$ cat src/rtl/univ_shift_reg.sv
// Universal WIDTH-bit register: hold, load, shifts, rotates, sync clear and serial I/O.
// A saturating shift counter with a one-edge done pulse supports SerDes use.
module univ_shift_reg #(
  parameter int               WIDTH   = 8,
  parameter logic [WIDTH-1:0] RST_VAL = '0
) (
  input  logic                       clk,
  input  logic                       clr_n,
  input  logic                       en,
  input  logic [2:0]                 mode,
  input  logic [WIDTH-1:0]           d,
  input  logic                       sin,
  output logic [WIDTH-1:0]           q,
  output logic                       sout,
  output logic [$clog2(WIDTH+1)-1:0] cnt,
  output logic                       done
);

  localparam int CNT_W = $clog2(WIDTH + 1);
  localparam logic [CNT_W-1:0] CNT_MAX  = CNT_W'(WIDTH);
  localparam logic [CNT_W-1:0] CNT_LAST = CNT_W'(WIDTH - 1);

  typedef enum logic [2:0] {
    MODE_HOLD = 3'b000,
    MODE_LOAD = 3'b001,
    MODE_SHL  = 3'b010,
    MODE_SHR  = 3'b011,
    MODE_ROL  = 3'b100,
    MODE_ROR  = 3'b101,
    MODE_CLR  = 3'b110,
    MODE_ASR  = 3'b111
  } mode_e;

  logic [WIDTH-1:0] reg_q, reg_d;
  logic             sout_q, sout_d;
  logic [CNT_W-1:0] cnt_q, cnt_d;
  logic             done_q, done_d;
  logic             is_shift;

  always_comb begin
    reg_d    = reg_q;
    sout_d   = sout_q;
    cnt_d    = cnt_q;
    done_d   = 1'b0;
    is_shift = 1'b0;
    if (en) begin
      case (mode_e'(mode))
        MODE_HOLD: ;
        MODE_LOAD: begin
          reg_d = d;
          cnt_d = '0;
        end
        MODE_SHL: begin
          reg_d    = {reg_q[WIDTH-2:0], sin};
          sout_d   = reg_q[WIDTH-1];
          is_shift = 1'b1;
        end
        MODE_SHR: begin
          reg_d    = {sin, reg_q[WIDTH-1:1]};
          sout_d   = reg_q[0];
          is_shift = 1'b1;
        end
        MODE_ROL: begin
          reg_d    = {reg_q[WIDTH-2:0], reg_q[WIDTH-1]};
          sout_d   = reg_q[WIDTH-1];
          is_shift = 1'b1;
        end
        MODE_ROR: begin
          reg_d    = {reg_q[0], reg_q[WIDTH-1:1]};
          sout_d   = reg_q[0];
          is_shift = 1'b1;
        end
        MODE_CLR: begin
          reg_d = RST_VAL;
          cnt_d = '0;
        end
        MODE_ASR: begin
          reg_d    = {reg_q[WIDTH-1], reg_q[WIDTH-1:1]};
          sout_d   = reg_q[0];
          is_shift = 1'b1;
        end
      endcase
    end
    // Count saturates at WIDTH; done fires only on the step into saturation.
    if (is_shift) begin
      if (cnt_q != CNT_MAX) cnt_d = cnt_q + 1'b1;
      done_d = (cnt_q == CNT_LAST);
    end
  end

  always_ff @(posedge clk or negedge clr_n) begin
    if (!clr_n) begin
      reg_q  <= RST_VAL;
      sout_q <= 1'b0;
      cnt_q  <= '0;
      done_q <= 1'b0;
    end else begin
      reg_q  <= reg_d;
      sout_q <= sout_d;
      cnt_q  <= cnt_d;
      done_q <= done_d;
    end
  end

  assign q    = reg_q;
  assign sout = sout_q;
  assign cnt  = cnt_q;
  assign done = done_q;

endmodule

$ cat config.mk
export PLATFORM = sky130hd
export DESIGN_NAME = univ_shift_reg
export DESIGN_NICKNAME = d
export VERILOG_FILES = /design/src/rtl/univ_shift_reg.sv
export SDC_FILE = /design/constraint.sdc
export NUM_CORES = 1
export LEC_CHECK = 0
export CORE_MARGIN = 2
export CORE_UTILIZATION = 46
export DETAILED_ROUTE_END_ITERATION = 8
export PLACE_DENSITY_LB_ADDON = 0.3
export SYNTH_ARGS = -nofsm -noshare
export SYNTH_HDL_FRONTEND = slang
export SYNTH_SLANG_ARGS = --single-unit
$ cat constraint.sdc
create_clock -name clk -period 1.3 [get_ports clk]
set_clock_uncertainty 0.05 [all_clocks]
set_input_delay 0.13 -clock clk [delete_from_list [all_inputs] [get_ports clk]]
set_output_delay 0.13 -clock clk [all_outputs]
set_load 0.03 [all_outputs]
==> results.yml, run 1 <==
cells_and_area:
  syn_to_final_growth_pct: 54.0
  drive_above_1_share_pct: 25.0
  mostFrequentLayoutCell: "buf_4"
  nets: 174
  num_antenna_cells: 0
  post-route-util_pct: 75.0
  final_cell_mix: "buf_4 (22), nand2_1 (16), dfrtp_1 (12)"
clock_network:
  clock_latency_ps: 280
  cts_buffers: 3
  hold_buffers: 0
  clock_sinks: 14
  cts_max_level: 1
  cts_tree: "yes"
  root_buffer: "clkbuf_4"
  path_clk_slew_ps: 90
  cts.path.max_buffers: 2
global_routing:
  first_global_vias: 881
  grt_max_degree: 25
  overflow: 0
  grtUsageTotal_pct: 21.0
  antenna_found_initial: 0
  grt_pass1_wl_mm: 4.00
placed_design:
  hpwl_mm: 1.75
  pre_cts_ws_ps: -303
  io_buffer_count: 28
  routabilityCongestion: 0.798
pwr:
  clkPwrFrac_pct: 18.0
  p_sw_share_pct: 40.2
  power_frac_comb_pct: 48.3
  vdd_drop_max_mv: 1.01
  powerDensity_nw_per_um2: 1240
  cellLeakagePower_nw: 0.688
  power_frac_seq_pct: 33.6
  p_int_mw: 1.08
  switchingPower_uw: 724
critical_path:
  cp.required_ps: 1120
  critPathCaptureType: "primary output"
  worstPathCellList: "dlygate4sd2_1"
  cp_top_family: "buffers and inverters"
  worstPathArrival_ps: 1110
  crit_buf_inv: 1
  crit_path_max_incr_delay_ps: 420
  cp-start-kind: "flop"
  criticalPathCategory: "reg -> out"
  cp_slowest_cell: "dlygate4sd2_1"
  cp_max_fo: 4
yosys:
  syn_area_per_cell_um2: 8.68
  synth_cell_types: 32
  synth_top_cell_area_share_pct: 37.0
  syn_area_um2: 946
  ys_ff_latch: 14
  ys_warn_count: 0
  synth_top_cell_by_area: "dfrtp_1"
  syn_inst: 109
  synth_nets: 126
  ys_seq_area_share_pct: 37.0
  yosys-top-cells-area: "dfrtp_1 (37%), a221oi_1 (6.5%), nand2_1 (6.3%)"
timing:
  min_period_over_period_pct: 99.4
  layout_min_cycle_time_ps: 1290
  slew_headroom_pct: 78.8
  finalMaxSlewViolations: 0
  setup_violations: 0
  worst_pin_slew_ps: 320
  worst_slack_ps: 8.07
  hold_violations: 0
  fmax_mhz: 774
route:
  wl_mm: 2.68
  num_vias: 1020
  viasPerCell: 5.57
  drtIter0Drc: 49
  ant_nets: 0
  drc: 0
  wire_per_inst_um: 14.6
  dr.pass1.iters: 5
die:
  fp.dieArea_um2: 2430
  die_h_um: 49.3
  rows: 16
  coreArea_um2: 1940
  die_x_um: 49.3
  io_pins: 29
  initial_core_util_pct: 48.7
hold_path:
  hp-class: "in -> async"
run:
  maxCapViolations: 0
outcome:
  outcome: "completed"
==> sequential cells by signal, summed over array words and instances (netlist names), named ones only <==
register,cells
q,8
done,1
sout,1
cnt,3
==> final timing paths <==
path,from,to,slack [ps],cells past startpoint
worst min register to register,sout$_DFFE_PN0P_,sout$_DFFE_PN0P_,440,2
min in group clk,mode[1],q[7]$_DFFE_PN0P_,360,4
max in group asynchronous,clr_n,cnt[0]$_DFF_PN0_,910,2
worst max register to register,cnt[0]$_DFF_PN0_,cnt[2]$_DFF_PN0_,50,5
worst max-delay path,flop,cnt[1],8,1
worst min-delay path,clr_n,done$_DFF_PN0_,100,2
==> through the flow <==
step	total power, mW	hold WS [ps]	cell area [µm²]	setup TNS [ps]	instances
6_report	1.80	103	1460	0	183
5_1_grt	1.90	135	1460	-9.08	183
4_1_cts	1.71	114	1390	0	180
3_3_place_gp	1.42	413	1360	-3100	176
2_1_floorplan	1.06	-216	948	0	109
3_5_place_dp	1.44	410	1360	-3550	176
==> power by group through the flow <==
stage          Combinational, mW  Sequential, mW  Clock (mW)
6_report                   0.871           0.606       0.325
5_1_grt                    0.942           0.619       0.344
4_1_cts                    0.782           0.602       0.323
3_5_place_dp               0.830           0.613           0
3_3_place_gp               0.811           0.607           0
2_1_floorplan              0.262           0.799           0
==> logic make-up after synthesis <==
kind of cell / count (synthesis) / share of synthesized area (%)
AO/OA/AOI/OAI: 38 / 29.8
flip-flops: 14 / 37.0
AND/OR/NAND/NOR: 43 / 21.8
buffers and inverters: 11 / 7.67
adder cells (fa/ha/maj): 2 / 2.65
multiplexers: 1 / 1.06
==> cells in the mapped netlist <==
master and number:
nand3_1 1, o21ai_1 1, nor3_1 2, a31oi_1 1, clkbuf_1 1, buf_2 1
dfrtp_1 14, mux2i_1 1, nor3_2 1, buf_4 4, ha_1 2, nand2_1 16
buf_6 2, nor2_2 1, a21oi_1 9, o21ai_4 1, a211o_1 1, a21o_1 1
o2111ai_1 1, nand3b_1 2, o31ai_4 1, a221oi_1 7, o211ai_1 1, nand4_1 1
o21a_1 1, nor2_1 10, o21ai_0 4, o22ai_1 1, inv_1 3, o21bai_1 1
o31ai_1 7, nand2b_1 9
==> routing by layer <==
layer  part of all wire, %  routed length (µm)  vias up  track usage [%]
met3                   7.2                 192        2             3.68
met5                     0                   0        -                0
met4                  0.49                  13        0             9.05
met2                    47                1250       58             32.7
met1                    46                1220      470             28.7
li1                      -                   -      490                -
==> what timing repair did <==
action                                  4_1_cts  5_1_grt
endpoints found under the setup margin       14       11
pin swaps                                     0        5
buffers inserted                              0        2
gates cloned                                  0        1
gates resized for setup                      13       10
==> final cells by class <==
type,instances,area [µm²]
clock buffers,4,36.3
fillers,144,485
inverters,3,11.3
multi-input cells,84,547
flip-flops and latches,14,353
well taps,27,33.8
repair buffers,51,475
Power figures use the tool's default switching activity.
==> inputs of run 2 (changes only) <==
SKIP_CTS_REPAIR_TIMING = 1   (was default)
==> results.yml, run 2 (synthesis results as in run 1) <==
global_routing:
  top_usage_layer: "met2"
  first_global_vias: 884
  grt_max_degree: 25
  overflow: 0
  grt_pass1_wl_mm: 3.97
  grtUsageTotal_pct: 20.9
  use_met2_pct: 32.7
  antenna_found_initial: 0
  met3_usage_pct: 3.68
  grtUsageMet1_pct: 28.3
timing:
  fmax_mhz: 788
  slew_headroom_pct: 78.3
  min_period_over_period_pct: 97.6
  worst_pin_slew_ps: 324
  hold_violations: 0
  layout_min_cycle_time_ps: 1270
  setup_violations: 0
  whs_ps: 106
  finalMaxSlewViolations: 0
critical_path:
  critPathCaptureType: "flop"
  reg2reg_from: "q[2]$_DFFE_PN0P_"
  cp-start-kind: "input port"
  criticalPathCategory: "in -> reg"
  worstPathArrival_ps: 1380
  startpoint: "mode[0]"
  cp.required_ps: 1410
  cp_max_fo: 24
die:
  initial_core_util_pct: 48.7
  fp.dieArea_um2: 2430
  io_pins: 29
  die_h_um: 49.3
  rows: 16
  coreArea_um2: 1940
  die_x_um: 49.3
placed_design:
  dpl-instance-area_um2: 1360
  hpwl_mm: 1.75
  routabilityCongestion: 0.798
  io_buffer_count: 28
pwr:
  cellLeakagePower_nw: 0.790
  powerDensity_nw_per_um2: 1250
  vdd_drop_max_mv: 1.15
route:
  wire_per_inst_um: 14.1
  wl_mm: 2.59
  dr.pass1.iters: 4
  drc: 0
  ant_nets: 0
  drtIter0Drc: 32
  num_vias: 994
  viasPerCell: 5.43
outcome:
  outcome: "completed"
clock_network:
  root_buffer: "clkbuf_4"
  cts_max_level: 1
  path_clk_slew_ps: 90
  cts.path.max_buffers: 2
  clock_sinks: 14
  clock_latency_ps: 280
  cts_tree: "yes"
  cts_buffers: 3
cells_and_area:
  final_cell_mix: "buf_4 (24), nand2_1 (16), dlymetal6s2s_1 (13)"
  nets: 174
  finalInstanceArea_um2: 1470
  mostFrequentLayoutCell: "buf_4"
  drive_above_1_share_pct: 26.3
  largest_reg_flops: 8
  num_antenna_cells: 0
  syn_to_final_growth_pct: 55.6
run:
  maxCapViolations: 0
hold_path:
  hp-class: "in -> async"
-- run 2: cell types whose count changed in the layout (fill, tap and decap cells not counted), sizes merged --
cell / before / now
clkdlybuf4s50: 11 / 12
buf: 24 / 25
dlygate4sd2: 11 / 0
dlymetal6s2s: 3 / 13
clkdlybuf4s15: 1 / 0
-- run 2: metrics by stage --
stage                     setup slack [ps]  power [mW]  util [%]  std cells  TNS [ps]
final                                 30.6        1.84      75.8        183         0
after CTS                             -264        1.76      71.8        180     -2440
after global placement                -255        1.42      70.0        176     -3100
after detailed placement              -303        1.44      70.0        176     -3550
after global routing                 -6.25        1.95      75.8        183     -6.25
after floorplan                       67.4        1.06         -        109         0
-- run 2: worst paths after layout --
path	to	slack (ps)	cells after the start
setup / recovery	q[3]$_DFFE_PN0P_	30	6
hold / removal	done$_DFF_PN0_	110	2
setup reg to reg	q[3]$_DFFE_PN0P_	80	5
hold reg to reg	sout$_DFFE_PN0P_	440	2
max in group asynchronous	async pin	910	2
min in group clk	q[7]$_DFFE_PN0P_	360	4
-- run 2: cell type report --
| cell class | instances | area, µm² |
|---|---|---|
| Tap cell | 27 | 33.8 |
| Clock buffer | 4 | 36.3 |
| Fill cell | 140 | 470 |
| Multi-Input combinational cell | 84 | 549 |
| Sequential cell | 14 | 353 |
| Inverter | 3 | 11.3 |
| Timing Repair Buffer | 51 | 488 |
-- run 2: layer usage --
metal  vias up  routed length (µm)
li1        491                   -
met1       455                1140
met2        46                1260
met3         2                 168
met4         0                  13
met5         -                   0
-- run 2: critical path, cell delays in order --
cell and delay, ps:
clkdlybuf4s50_1 500, buf_12 170, nand2b_1 120, a21oi_1 60, a221oi_1 260, o31ai_1 130
-- run 2: power by group --
part / switching (mW) / internal, mW / leakage (nW) / total, mW
logic: 0.492 / 0.425 / 0.591 / 0.916
clock network: 0.151 / 0.170 / 0.0210 / 0.322
registers: 0.0763 / 0.524 / 0.178 / 0.600
total: 0.720 / 1.12 / 0.790 / 1.84
